File: src/rtl/fighter_pkg.sv
// Shared types and constants for the per-fighter game-logic stage.
// FIGHTER_BLOCK_EN adds the BLOCK state.
package fighter_pkg;

    localparam int SCREEN_W = 32'd640;
    localparam int SPRITE_W = 32'd120;

    localparam logic [7:0] PUNCH_DMG = 8'd8;
    localparam logic [7:0] KICK_DMG  = 8'd12;

    localparam logic [2:0] SPR_IDLE  = 3'd0;
    localparam logic [2:0] SPR_WALK  = 3'd1;
    localparam logic [2:0] SPR_PUNCH = 3'd2;
    localparam logic [2:0] SPR_KICK  = 3'd3;
    localparam logic [2:0] SPR_JUMP  = 3'd4;
    localparam logic [2:0] SPR_HIT   = 3'd5;
    localparam logic [2:0] SPR_KO    = 3'd6;
    localparam logic [2:0] SPR_BLOCK = 3'd7;

    typedef enum logic [2:0] {
        ST_IDLE    = 3'd0,
        ST_WALK    = 3'd1,
        ST_PUNCH   = 3'd2,
        ST_KICK    = 3'd3,
        ST_JUMP    = 3'd4,
        ST_HITSTUN = 3'd5,
        ST_KO      = 3'd6
`ifdef FIGHTER_BLOCK_EN
        ,
        ST_BLOCK   = 3'd7
`endif
    } state_t;

    function automatic logic [2:0] sprite_of(input state_t st);
        case (st)
            ST_IDLE:    sprite_of = SPR_IDLE;
            ST_WALK:    sprite_of = SPR_WALK;
            ST_PUNCH:   sprite_of = SPR_PUNCH;
            ST_KICK:    sprite_of = SPR_KICK;
            ST_JUMP:    sprite_of = SPR_JUMP;
            ST_HITSTUN: sprite_of = SPR_HIT;
            ST_KO:      sprite_of = SPR_KO;
`ifdef FIGHTER_BLOCK_EN
            ST_BLOCK:   sprite_of = SPR_BLOCK;
`endif
            default:    sprite_of = SPR_IDLE;
        endcase
    endfunction

endpackage

File: src/rtl/fighter_jump.sv
// Vertical motion for one fighter: owns PosY and the signed vertical velocity,
// and flags when the next step would reach or pass the ground line.
module fighter_jump #(
    parameter int GROUND_Y = 300,
    parameter int JUMP_VEL = 14
) (
    input  logic       clk_i,
    input  logic       reset_i,
    input  logic       start_i,
    input  logic       step_i,
    input  logic       snap_i,
    output logic [9:0] pos_y_o,
    output logic       land_o
);

    localparam logic [9:0]        GROUND_C   = 10'(GROUND_Y);
    localparam logic signed [11:0] GROUND_S  = 12'(GROUND_Y);
    localparam logic signed [5:0] JUMP_VEL_C = 6'(JUMP_VEL);

    logic [9:0]         pos_y_q, pos_y_d;
    logic signed [5:0]  vy_q, vy_d;
    logic signed [11:0] y_calc_s;

    // Positive velocity moves the sprite up, i.e. toward smaller Y.
    assign y_calc_s = $signed({2'b00, pos_y_q}) - $signed({{6{vy_q[5]}}, vy_q});
    assign land_o   = (y_calc_s >= GROUND_S);
    assign pos_y_o  = pos_y_q;

    // Next-state for height and velocity.
    always_comb begin
        pos_y_d = pos_y_q;
        vy_d    = vy_q;
        if (snap_i) begin
            pos_y_d = GROUND_C;
            vy_d    = 6'sd0;
        end else if (start_i) begin
            vy_d = JUMP_VEL_C;
        end else if (step_i) begin
            if (land_o) begin
                pos_y_d = GROUND_C;
                vy_d    = 6'sd0;
            end else if (y_calc_s < 12'sd0) begin
                pos_y_d = 10'd0;
                vy_d    = vy_q - 6'sd1;
            end else begin
                pos_y_d = y_calc_s[9:0];
                vy_d    = vy_q - 6'sd1;
            end
        end else begin
            pos_y_d = pos_y_q;
        end
    end

    // Height and velocity registers.
    always_ff @(posedge clk_i) begin
        if (reset_i) begin
            pos_y_q <= GROUND_C;
            vy_q    <= 6'sd0;
        end else begin
            pos_y_q <= pos_y_d;
            vy_q    <= vy_d;
        end
    end

endmodule

File: src/rtl/fighter_ctrl.sv
// Per-fighter game logic: movement, attacks, hit handling and health.
// Define FIGHTER_BLOCK_EN to add the block input and BLOCK state.
module fighter_ctrl
    import fighter_pkg::*;
#(
    parameter int START_X       = 120,
    parameter int GROUND_Y      = 300,
    parameter int X_MAX         = SCREEN_W - SPRITE_W,
    parameter int STEP          = 4,
    parameter int JUMP_VEL      = 14,
    parameter int ATTACK_FRAMES = 12,
    parameter int HIT_FRAMES    = 10,
    parameter int REACH         = 130,
    parameter int MAX_HEALTH    = 100
) (
    input  logic       Clk,
    input  logic       Reset,
    input  logic       frame_tick,
    input  logic       left,
    input  logic       right,
    input  logic       jump,
    input  logic       punch,
    input  logic       kick,
`ifdef FIGHTER_BLOCK_EN
    input  logic       block,
`endif
    input  logic [9:0] OppX,
    input  logic       hit_in,
    input  logic [7:0] dmg_in,
    output logic [9:0] PosX,
    output logic [9:0] PosY,
    output logic [2:0] SpriteIndex,
    output logic [7:0] Health,
    output logic       atk_pulse,
    output logic [7:0] atk_dmg,
    output logic       ko
);

    localparam logic [9:0] START_X_C  = 10'(START_X);
    localparam logic [9:0] X_MAX_C    = 10'(X_MAX);
    localparam logic [9:0] STEP_C     = 10'(STEP);
    localparam logic [9:0] REACH_C    = 10'(REACH);
    localparam logic [3:0] ATK_C      = 4'(ATTACK_FRAMES);
    localparam logic [3:0] ATK_HALF_C = 4'(ATTACK_FRAMES / 2);
    localparam logic [3:0] HIT_C      = 4'(HIT_FRAMES);
    localparam logic [7:0] HEALTH_C   = 8'(MAX_HEALTH);

    state_t     state_q, state_d;
    logic [3:0] timer_q, timer_d;
    logic [9:0] pos_x_q, pos_x_d;
    logic [7:0] health_q, health_d;
    logic [2:0] spr_q;
    logic       atk_pulse_q, atk_pulse_d;
    logic [7:0] atk_dmg_q, atk_dmg_d;
    logic       ko_q;

    logic [9:0] step_x_s, dist_s;
    logic [7:0] dmg_eff_s, health_sub_s;
    logic       in_reach_s, hit_acc_s;
    logic       jump_start_s, jump_step_s, jump_snap_s, jump_land_s;
    logic [9:0] pos_y_s;

    // Horizontal step with saturation at both screen bounds.
    always_comb begin
        step_x_s = pos_x_q;
        if (right && !left) begin
            step_x_s = (pos_x_q >= X_MAX_C - STEP_C) ? X_MAX_C : pos_x_q + STEP_C;
        end else if (left && !right) begin
            step_x_s = (pos_x_q <= STEP_C) ? 10'd0 : pos_x_q - STEP_C;
        end else begin
            step_x_s = pos_x_q;
        end
    end

    assign dist_s     = (pos_x_q >= OppX) ? (pos_x_q - OppX) : (OppX - pos_x_q);
    assign in_reach_s = (dist_s <= REACH_C);
    assign hit_acc_s  = hit_in && (state_q != ST_KO);

`ifdef FIGHTER_BLOCK_EN
    assign dmg_eff_s = (state_q == ST_BLOCK) ? (dmg_in >> 1) : dmg_in;
`else
    assign dmg_eff_s = dmg_in;
`endif
    assign health_sub_s = (health_q > dmg_eff_s) ? (health_q - dmg_eff_s) : 8'd0;

    // Next-state and output logic; a hit overrides the frame update.
    always_comb begin
        state_d      = state_q;
        timer_d      = timer_q;
        pos_x_d      = pos_x_q;
        health_d     = health_q;
        atk_pulse_d  = 1'b0;
        atk_dmg_d    = atk_dmg_q;
        jump_start_s = 1'b0;
        jump_step_s  = 1'b0;
        jump_snap_s  = 1'b0;
        if (hit_acc_s) begin
            health_d    = health_sub_s;
            jump_snap_s = (state_q == ST_JUMP);
            if (health_sub_s == 8'd0) begin
                state_d = ST_KO;
                timer_d = 4'd0;
`ifdef FIGHTER_BLOCK_EN
            end else if (state_q == ST_BLOCK) begin
                state_d = ST_BLOCK;
`endif
            end else begin
                state_d = ST_HITSTUN;
                timer_d = HIT_C;
            end
        end else if (frame_tick) begin
            case (state_q)
                ST_IDLE, ST_WALK: begin
`ifdef FIGHTER_BLOCK_EN
                    if (block) begin
                        state_d = ST_BLOCK;
                    end else
`endif
                    if (punch) begin
                        state_d = ST_PUNCH;
                        timer_d = ATK_C;
                    end else if (kick) begin
                        state_d = ST_KICK;
                        timer_d = ATK_C;
                    end else if (jump) begin
                        state_d      = ST_JUMP;
                        jump_start_s = 1'b1;
                    end else if (left ^ right) begin
                        state_d = ST_WALK;
                        pos_x_d = step_x_s;
                    end else begin
                        state_d = ST_IDLE;
                    end
                end
                ST_PUNCH, ST_KICK: begin
                    timer_d = timer_q - 4'd1;
                    if ((timer_q - 4'd1) == ATK_HALF_C && in_reach_s) begin
                        atk_pulse_d = 1'b1;
                        atk_dmg_d   = (state_q == ST_PUNCH) ? PUNCH_DMG : KICK_DMG;
                    end else begin
                        atk_pulse_d = 1'b0;
                    end
                    if (timer_q <= 4'd1) begin
                        state_d = ST_IDLE;
                        timer_d = 4'd0;
                    end else begin
                        state_d = state_q;
                    end
                end
                ST_JUMP: begin
                    jump_step_s = 1'b1;
                    pos_x_d     = step_x_s;
                    if (jump_land_s) begin
                        state_d = ST_IDLE;
                    end else begin
                        state_d = ST_JUMP;
                    end
                end
                ST_HITSTUN: begin
                    if (timer_q <= 4'd1) begin
                        state_d = ST_IDLE;
                        timer_d = 4'd0;
                    end else begin
                        timer_d = timer_q - 4'd1;
                    end
                end
                ST_KO: begin
                    state_d = ST_KO;
                end
`ifdef FIGHTER_BLOCK_EN
                ST_BLOCK: begin
                    state_d = block ? ST_BLOCK : ST_IDLE;
                end
`endif
                default: begin
                    state_d = ST_IDLE;
                    timer_d = 4'd0;
                end
            endcase
        end else begin
            state_d = state_q;
        end
    end

    // State, timer, position, health and registered outputs.
    always_ff @(posedge Clk) begin
        if (Reset) begin
            state_q     <= ST_IDLE;
            timer_q     <= 4'd0;
            pos_x_q     <= START_X_C;
            health_q    <= HEALTH_C;
            spr_q       <= SPR_IDLE;
            atk_pulse_q <= 1'b0;
            atk_dmg_q   <= 8'd0;
            ko_q        <= 1'b0;
        end else begin
            state_q     <= state_d;
            timer_q     <= timer_d;
            pos_x_q     <= pos_x_d;
            health_q    <= health_d;
            spr_q       <= sprite_of(state_d);
            atk_pulse_q <= atk_pulse_d;
            atk_dmg_q   <= atk_dmg_d;
            ko_q        <= (health_d == 8'd0);
        end
    end

    fighter_jump #(
        .GROUND_Y (GROUND_Y),
        .JUMP_VEL (JUMP_VEL)
    ) u_jump (
        .clk_i   (Clk),
        .reset_i (Reset),
        .start_i (jump_start_s),
        .step_i  (jump_step_s),
        .snap_i  (jump_snap_s),
        .pos_y_o (pos_y_s),
        .land_o  (jump_land_s)
    );

    assign PosX        = pos_x_q;
    assign PosY        = pos_y_s;
    assign SpriteIndex = spr_q;
    assign Health      = health_q;
    assign atk_pulse   = atk_pulse_q;
    assign atk_dmg     = atk_dmg_q;
    assign ko          = ko_q;

endmodule

File: config.mk
export PLATFORM = sky130hd
export DESIGN_NAME = fighter_ctrl
export DESIGN_NICKNAME = d
export VERILOG_FILES = /design/src/rtl/fighter_pkg.sv /design/src/rtl/fighter_jump.sv /design/src/rtl/fighter_ctrl.sv
export SDC_FILE = /design/constraint.sdc
export NUM_CORES = 1
export LEC_CHECK = 0
export ABC_AREA = 0
export BUFFER_PORTS_ARGS = -buffer_cell sky130_fd_sc_hd__buf_4
export CAP_MARGIN = 20
export CORE_ASPECT_RATIO = 1.1
export CORE_MARGIN = 1
export CORE_UTILIZATION = 40
export DETAILED_ROUTE_END_ITERATION = 6
export GPL_ROUTABILITY_DRIVEN = 0
export PLACE_DENSITY = 0.72
export SLEW_MARGIN = 25
export SYNTH_ARGS = -nofsm -noshare
export SYNTH_HDL_FRONTEND = slang
export SYNTH_SLANG_ARGS = --single-unit
File: constraint.sdc
create_clock -name Clk -period 5.7 [get_ports Clk]
set_input_delay 1.14 -clock Clk [delete_from_list [all_inputs] [get_ports Clk]]
set_output_delay 1.14 -clock Clk [all_outputs]
set_load 0.02 [all_outputs]
==> Word level (Yosys, flattened, before mapping) <==
Cells that the tools add are included.
{ "op_classes": {"addsub": 8, "order_cmp": 8, "n_eq_ne": 20, "mux": 47, "bitwise": 5, "n_reduce_logical": 23} }
{ "ops": {"columns": ["cell", "count"], "rows": [
  ["2-to-1 mux 10 bit", 11],
  ["2-to-1 mux 4 bit", 8],
  ["2-to-1 mux 3 bit", 8],
  ["one-hot mux 10 bit (2 select lines)", 1],
  ["subtractor 10 bit", 2],
  ["equality test 3 bit (second input constant)", 6],
  ["one-hot mux 3 bit (6 select lines)", 1],
  ["zero test 8 bit", 2],
  ["2-to-1 mux 8 bit", 2],
  ["equality test 3 x 2 -> 1 bit (second input constant)", 4],
  ["greater-or-equal comparator 12 x 10 -> 1 bit (second input constant)", 1],
  ["less-than comparator 12 x 1 -> 1 bit (second input constant)", 1],
  ["2-to-1 mux 1 bit", 12],
  ["one-hot mux 3 bit (4 select lines)", 1],
  ["one-hot mux 4 bit (3 select lines)", 1],
  ["subtractor 11 x 6 -> 12 bit", 1],
  ["adder 10 x 3 -> 10 bit (second input constant)", 1],
  ["greater-or-equal comparator 10 bit", 1],
  ["greater-or-equal comparator 10 bit (second input constant)", 1],
  ["less-or-equal comparator 10 x 3 -> 1 bit (second input constant)", 1],
  ["less-or-equal comparator 10 x 8 -> 1 bit (second input constant)", 1],
  ["subtractor 10 x 3 -> 10 bit (second input constant)", 1],
  ["greater-than comparator 8 bit", 1],
  ["inequality test 2 bit (second input constant)", 4],
  ["other kinds (24)", 38]
]} }
{ "totals": {"reg_bits": 54, "inputBits": 27, "output_inout_bits": 41, "elab_cells": 122} }

==> Longest topological paths before layout <==
{ "logic_depth": {"depth_word": 10, "ltp_mapped": 14, "mapped_depth_nobuf": 13} }

==> Modules after synthesis <==
A second synthesis with hierarchy kept.
{ "hier_totals": {"hier_cells": 563, "area_unflattened_um2": 4279.1} }
{ "modules_own_cells": {"columns": ["module", "instances", "cells_per_inst", "area_each_um2", "seq_area_each_um2"], "rows": [
  ["fighter_ctrl", 1, 419, 3054.2, 600.6],
  ["fighter_jump", 1, 144, 1224.9, 320.3]
]} }

==> Worst setup path after synthesis <==
Ideal clock, no wire load.
{ "synth_path": {"path_type": "input to register", "start": "input OppX[3]", "end": "register atk_dmg_q[2], in the netlist atk_dmg[2]", "setup_ns": 0.067, "t_arrival_ns": 3.693, "t_required_ns": 5.633, "setup_slack_ns": 1.941, "stages": 12, "path_buffers": 1, "path_cell_list": "inv_1 ha_1 buf_6 and2_4 a221o_1 a211oi_2 a21oi_1 o21ai_0 or4b_1 or4_4 a21o_1 a21oi_2"} }
{ "synth_via": {"elab_chain_len": 5, "elab_cells_between_ends": 7, "cone_classes": "2 x add/sub; 2 x order compare; 1 x mux; 2 x reduce/logical"} }
{ "synth_rtl": {"columns": ["item", "line", "source"], "rows": [
  ["start: declaration", "fighter_ctrl.sv:27", "input logic [9:0] OppX,"],
  ["subtractor 10 bit / greater-or-equal comparator 10 bit (equally long branches)", "fighter_ctrl.sv:75", "assign dist_s = (pos_x_q >= OppX) ? (pos_x_q - OppX) : (OppX - pos_x_q);"],
  ["2-to-1 mux 10 bit *", "fighter_ctrl.sv:75", null],
  ["less-or-equal comparator 10 x 8 -> 1 bit *", "fighter_ctrl.sv:76", "assign in_reach_s = (dist_s <= REACH_C);"],
  ["logical AND 1 bit *", "fighter_ctrl.sv:137", "if ((timer_q - 4'd1) == ATK_HALF_C && in_reach_s) begin"],
  ["AND reduction 4 bit (no source line) *", null, null],
  ["end signal: assignment", "fighter_ctrl.sv:203", "atk_dmg_q <= atk_dmg_d;"],
  ["end: declaration", "fighter_ctrl.sv:54", "logic [7:0] atk_dmg_q, atk_dmg_d;"]
]} }
Mark *: on every way between the ends. The rest lies on a longest branch, timed or not.
A chain may end at the register's enable or synchronous reset.

==> Final worst setup path <==
{ "layout_path": {"start": "input OppX[5]", "end": "register atk_dmg_q[2], in the netlist atk_dmg[2]"} }
The elaborated chain is that of the path after synthesis.

==> flow_summary.yaml <==
status:
  run_status: "finished, final reports clean"
finish:
  layout_commonest_cell: "buf_4"
  final_area_sq_um: 5030
  antenna_cells: 0
  layout.cells.non_filler: 766
  fin_nets: 698
  final_cell_mix: "buf_4 (59), inv_1 (58), nor2_1 (53)"
  area_delta_synth_final_pct: 14.56
  drive_above_1_share_pct: 14.29
global_routing:
  grt_use_total_pct: 20.06
  grt_max_degree: 29
  grt_pass1_vias: 4070
  grt_antenna_before_repair: 0
  grt_overflow_total: 0
  grt_first_pass_wirelength_mm: 18.41
placement:
  dp.final_hpwl_mm: 8.580
  placed_cell_area_sq_um: 4867
  numPlacedInstances: 758
  port_buffers: 59
route:
  vias_per_cell: 5.621
  drt_wl_total_mm: 11.17
  firstDrtPassIters: 5
  vias: 4306
  wl_per_cell_microns: 14.58
  drtIter0Drc: 219
  ant_nets: 0
  drc: 0
cts:
  cts_hold_buf: 0
  clk_latency_ns: 0.29
  cts_made_buffers: 5
  cts.sinks: 46
  clk_pin_slew_ns: 0.06
  post_cts_resized: 0
  htree_levels: 2
  cts_tree: "yes"
  cts-root-buf: "clkbuf_16"
  cts_setup_buffers: 0
  clk_path_buf_depth: 2
floorplan:
  core_sq_um: 10540
  row_count: 39
  die_w_microns: 101.9
  start_util_pct: 41.65
  die_h_microns: 111.9
  dieArea_sq_um: 11400
  io_pins: 68
timing:
  worst_slew_pin_slew_ns: 0.7173
  max_clock_freq_mhz: 261.8
  hold_viol: 0
  period_share_pct: 67.00
  finalMaxSlewViolations: 0
  rsz0062_at_grt: "false"
  slew_headroom_pct: 51.81
  finalCriticalPeriod_ns: 3.819
  tns_ns: 0
  final-setup-viol-count: 0
  fin_skew_ns: 0.007632
hold_path:
  hp-class: "reg2reg"
  hp-start: "atk_dmg[3]$_SDFFE_PP0P_"
  worstHoldPathCells: 2
  hold_path_end: "atk_dmg[3]$_SDFFE_PP0P_"
setup_path:
  critPathKind: "in2reg"
  required_ns: 5.92
  crit_fanout: 11
  r2r-end: "u_jump.vy_q[2]$_SDFFE_PP0P_"
  crit_path_start_kind: "primary input"
  reg2regPathDepth: 12
  rr_startpoint: "u_jump.vy_q[0]$_SDFFE_PP0P_"
  cp-startpoint: "OppX[5]"
  crit_arrival_ns: 4.04
  ff2ff_setup_slack_ns: 2.26
  end_kind: "flop"
synth:
  synthFlopType: "dfxtp_1"
  yosys_warnings: 0
  synth_edf_count: 0
  avgSynthCellArea_sq_um: 7.609
  ys_ff_latch: 46
  syn_area_sq_um: 4390
  seq_area_frac_synth_pct: 20.97
  syn_inst: 577
  ys_types: 80
  async_reset_ff_share_pct: 0
power:
  p_leak_uw: 0.002168
  switching_share_pct: 33.23
  combPwrFrac_pct: 31.8
  p_int_uw: 674.6
  peakVddDrop_mv: 0.1324
  p_sw_uw: 335.7
  powerDensity_nw_per_um2: 200.9
  clock_power_share_pct: 32.9
  seqPwrFrac_pct: 35.3
job:
  maxCapViolations: 0
power by group through the flow:
stage | sequential, uW | combinational (uW) | clock, uW
after detailed placement | 363 | 316 | 0
after CTS | 356 | 319 | 339
after global routing | 359 | 356 | 350
final | 357 | 321 | 332
after global placement | 363 | 312 | 0
after floorplan | 366 | 239 | 0
logic make-up (layout without fill, tap and decap cells):
kind of cell,Yosys count,after routing,synth area share [%]
fa+ha+maj,49,49,14.31
xor+xnor,20,20,3.990
compound gates,182,182,29.18
other cells,2,10,0.1711
flops,46,46,20.97
mux,4,4,0.9120
simple gates,187,187,21.52
buf+inv,87,125,8.948
per-layer routing:
layer  wire (microns)  vias to the layer above  track usage (%)
li1                 -                     2160                -
met1             4944                     2008            24.85
met2             5503                      128            34.91
met3              596                       10            4.520
met4              124                        0            4.667
met5                0                        -                0
synthesized netlist by cell type, drive strengths merged, types with 3 or more instances:
cell	n	area (sq um)
inv	58	217.7
nor2	53	198.9
a21oi	52	267.8
ha	47	588.1
dfxtp	46	920.9
nand2	45	173.9
o21ai	39	195.2
nor3	17	85.08
buf	16	120.1
clkbuf	12	46.29
nand3	10	50.05
xnor2	10	87.58
xor2	10	87.58
a211oi	9	82.58
a21o	9	68.82
and2	9	61.31
or3	9	57.56
a22oi	7	57.55
a31oi	7	43.79
nand2b	7	43.79
o211ai	7	52.55
a221o	6	60.06
a221oi	6	58.80
a211o	5	45.04
and3	5	31.28
nand4	5	31.28
nor2b	5	31.28
a32oi	4	35.03
mux2i	4	40.04
nor3b	4	30.03
nor4	4	31.28
o311a	4	51.30
o31ai	4	30.03
o22ai	3	18.77
or4	3	26.27
stage by stage:
stage / hold WS (ns) / worst slack (ns) / power (uW) / util (%)
2_1_floorplan: 0.4542 / 1.941 / 604.2 / -
4_1_cts: 0.4685 / 1.935 / 1014 / 47.72
3_5_place_dp: 0.4587 / 1.642 / 679.9 / 46.18
5_1_grt: 0.5024 / 1.717 / 1065 / 47.72
6_report: 0.4731 / 1.881 / 1010 / 47.72
3_3_place_gp: 0.4589 / 1.709 / 675.0 / 46.18
cell type report:
| cell class | instances | area (sq um) |
|---|---|---|
| clock buffers | 7 | 132.6 |
| fillers | 1064 | 5510 |
| well taps | 143 | 178.9 |
| multi-input cells | 452 | 3107 |
| inverters | 58 | 217.7 |
| flip-flops and latches | 46 | 920.9 |
| repair buffers | 59 | 442.9 |
| clock inverters | 1 | 30.03 |
worst max-delay path, cell delays in order:
cell and delay (ns):
buf_4 0.09, inv_1 0.04, ha_1 0.43, a211oi_2 0.27, nor2_1 0.14, o41ai_4 0.48
mux2i_1 0.36, xnor2_1 0.16, a41oi_1 0.06, or4_4 0.57, a21o_1 0.18, a21oi_2 0.11
flip-flops by register name (all words and copies together) (netlist names):
signal,count
atk_dmg,2
state_q,3
PosX,8
SpriteIndex,3
Health,8
atk_pulse,1
u_jump.vy_q,6
timer_q,4
u_jump.pos_y_o,10
ko,1
how the worst max path moves through the flow:
stage | to | slack (ns) | cells after the start
after floorplan | atk_dmg[2]$_SDFFE_PP0P_ | 1.94 | 12
final | atk_dmg[2]$_SDFFE_PP0P_ | 1.88 | 12
after global placement | atk_dmg[2]$_SDFFE_PP0P_ | 1.71 | 12
after global routing | atk_dmg[2]$_SDFFE_PP0P_ | 1.72 | 12
after detailed placement | atk_dmg[2]$_SDFFE_PP0P_ | 1.64 | 12
after CTS | atk_dmg[2]$_SDFFE_PP0P_ | 1.94 | 12
Note: power is estimated with default switching activity, not from simulation.
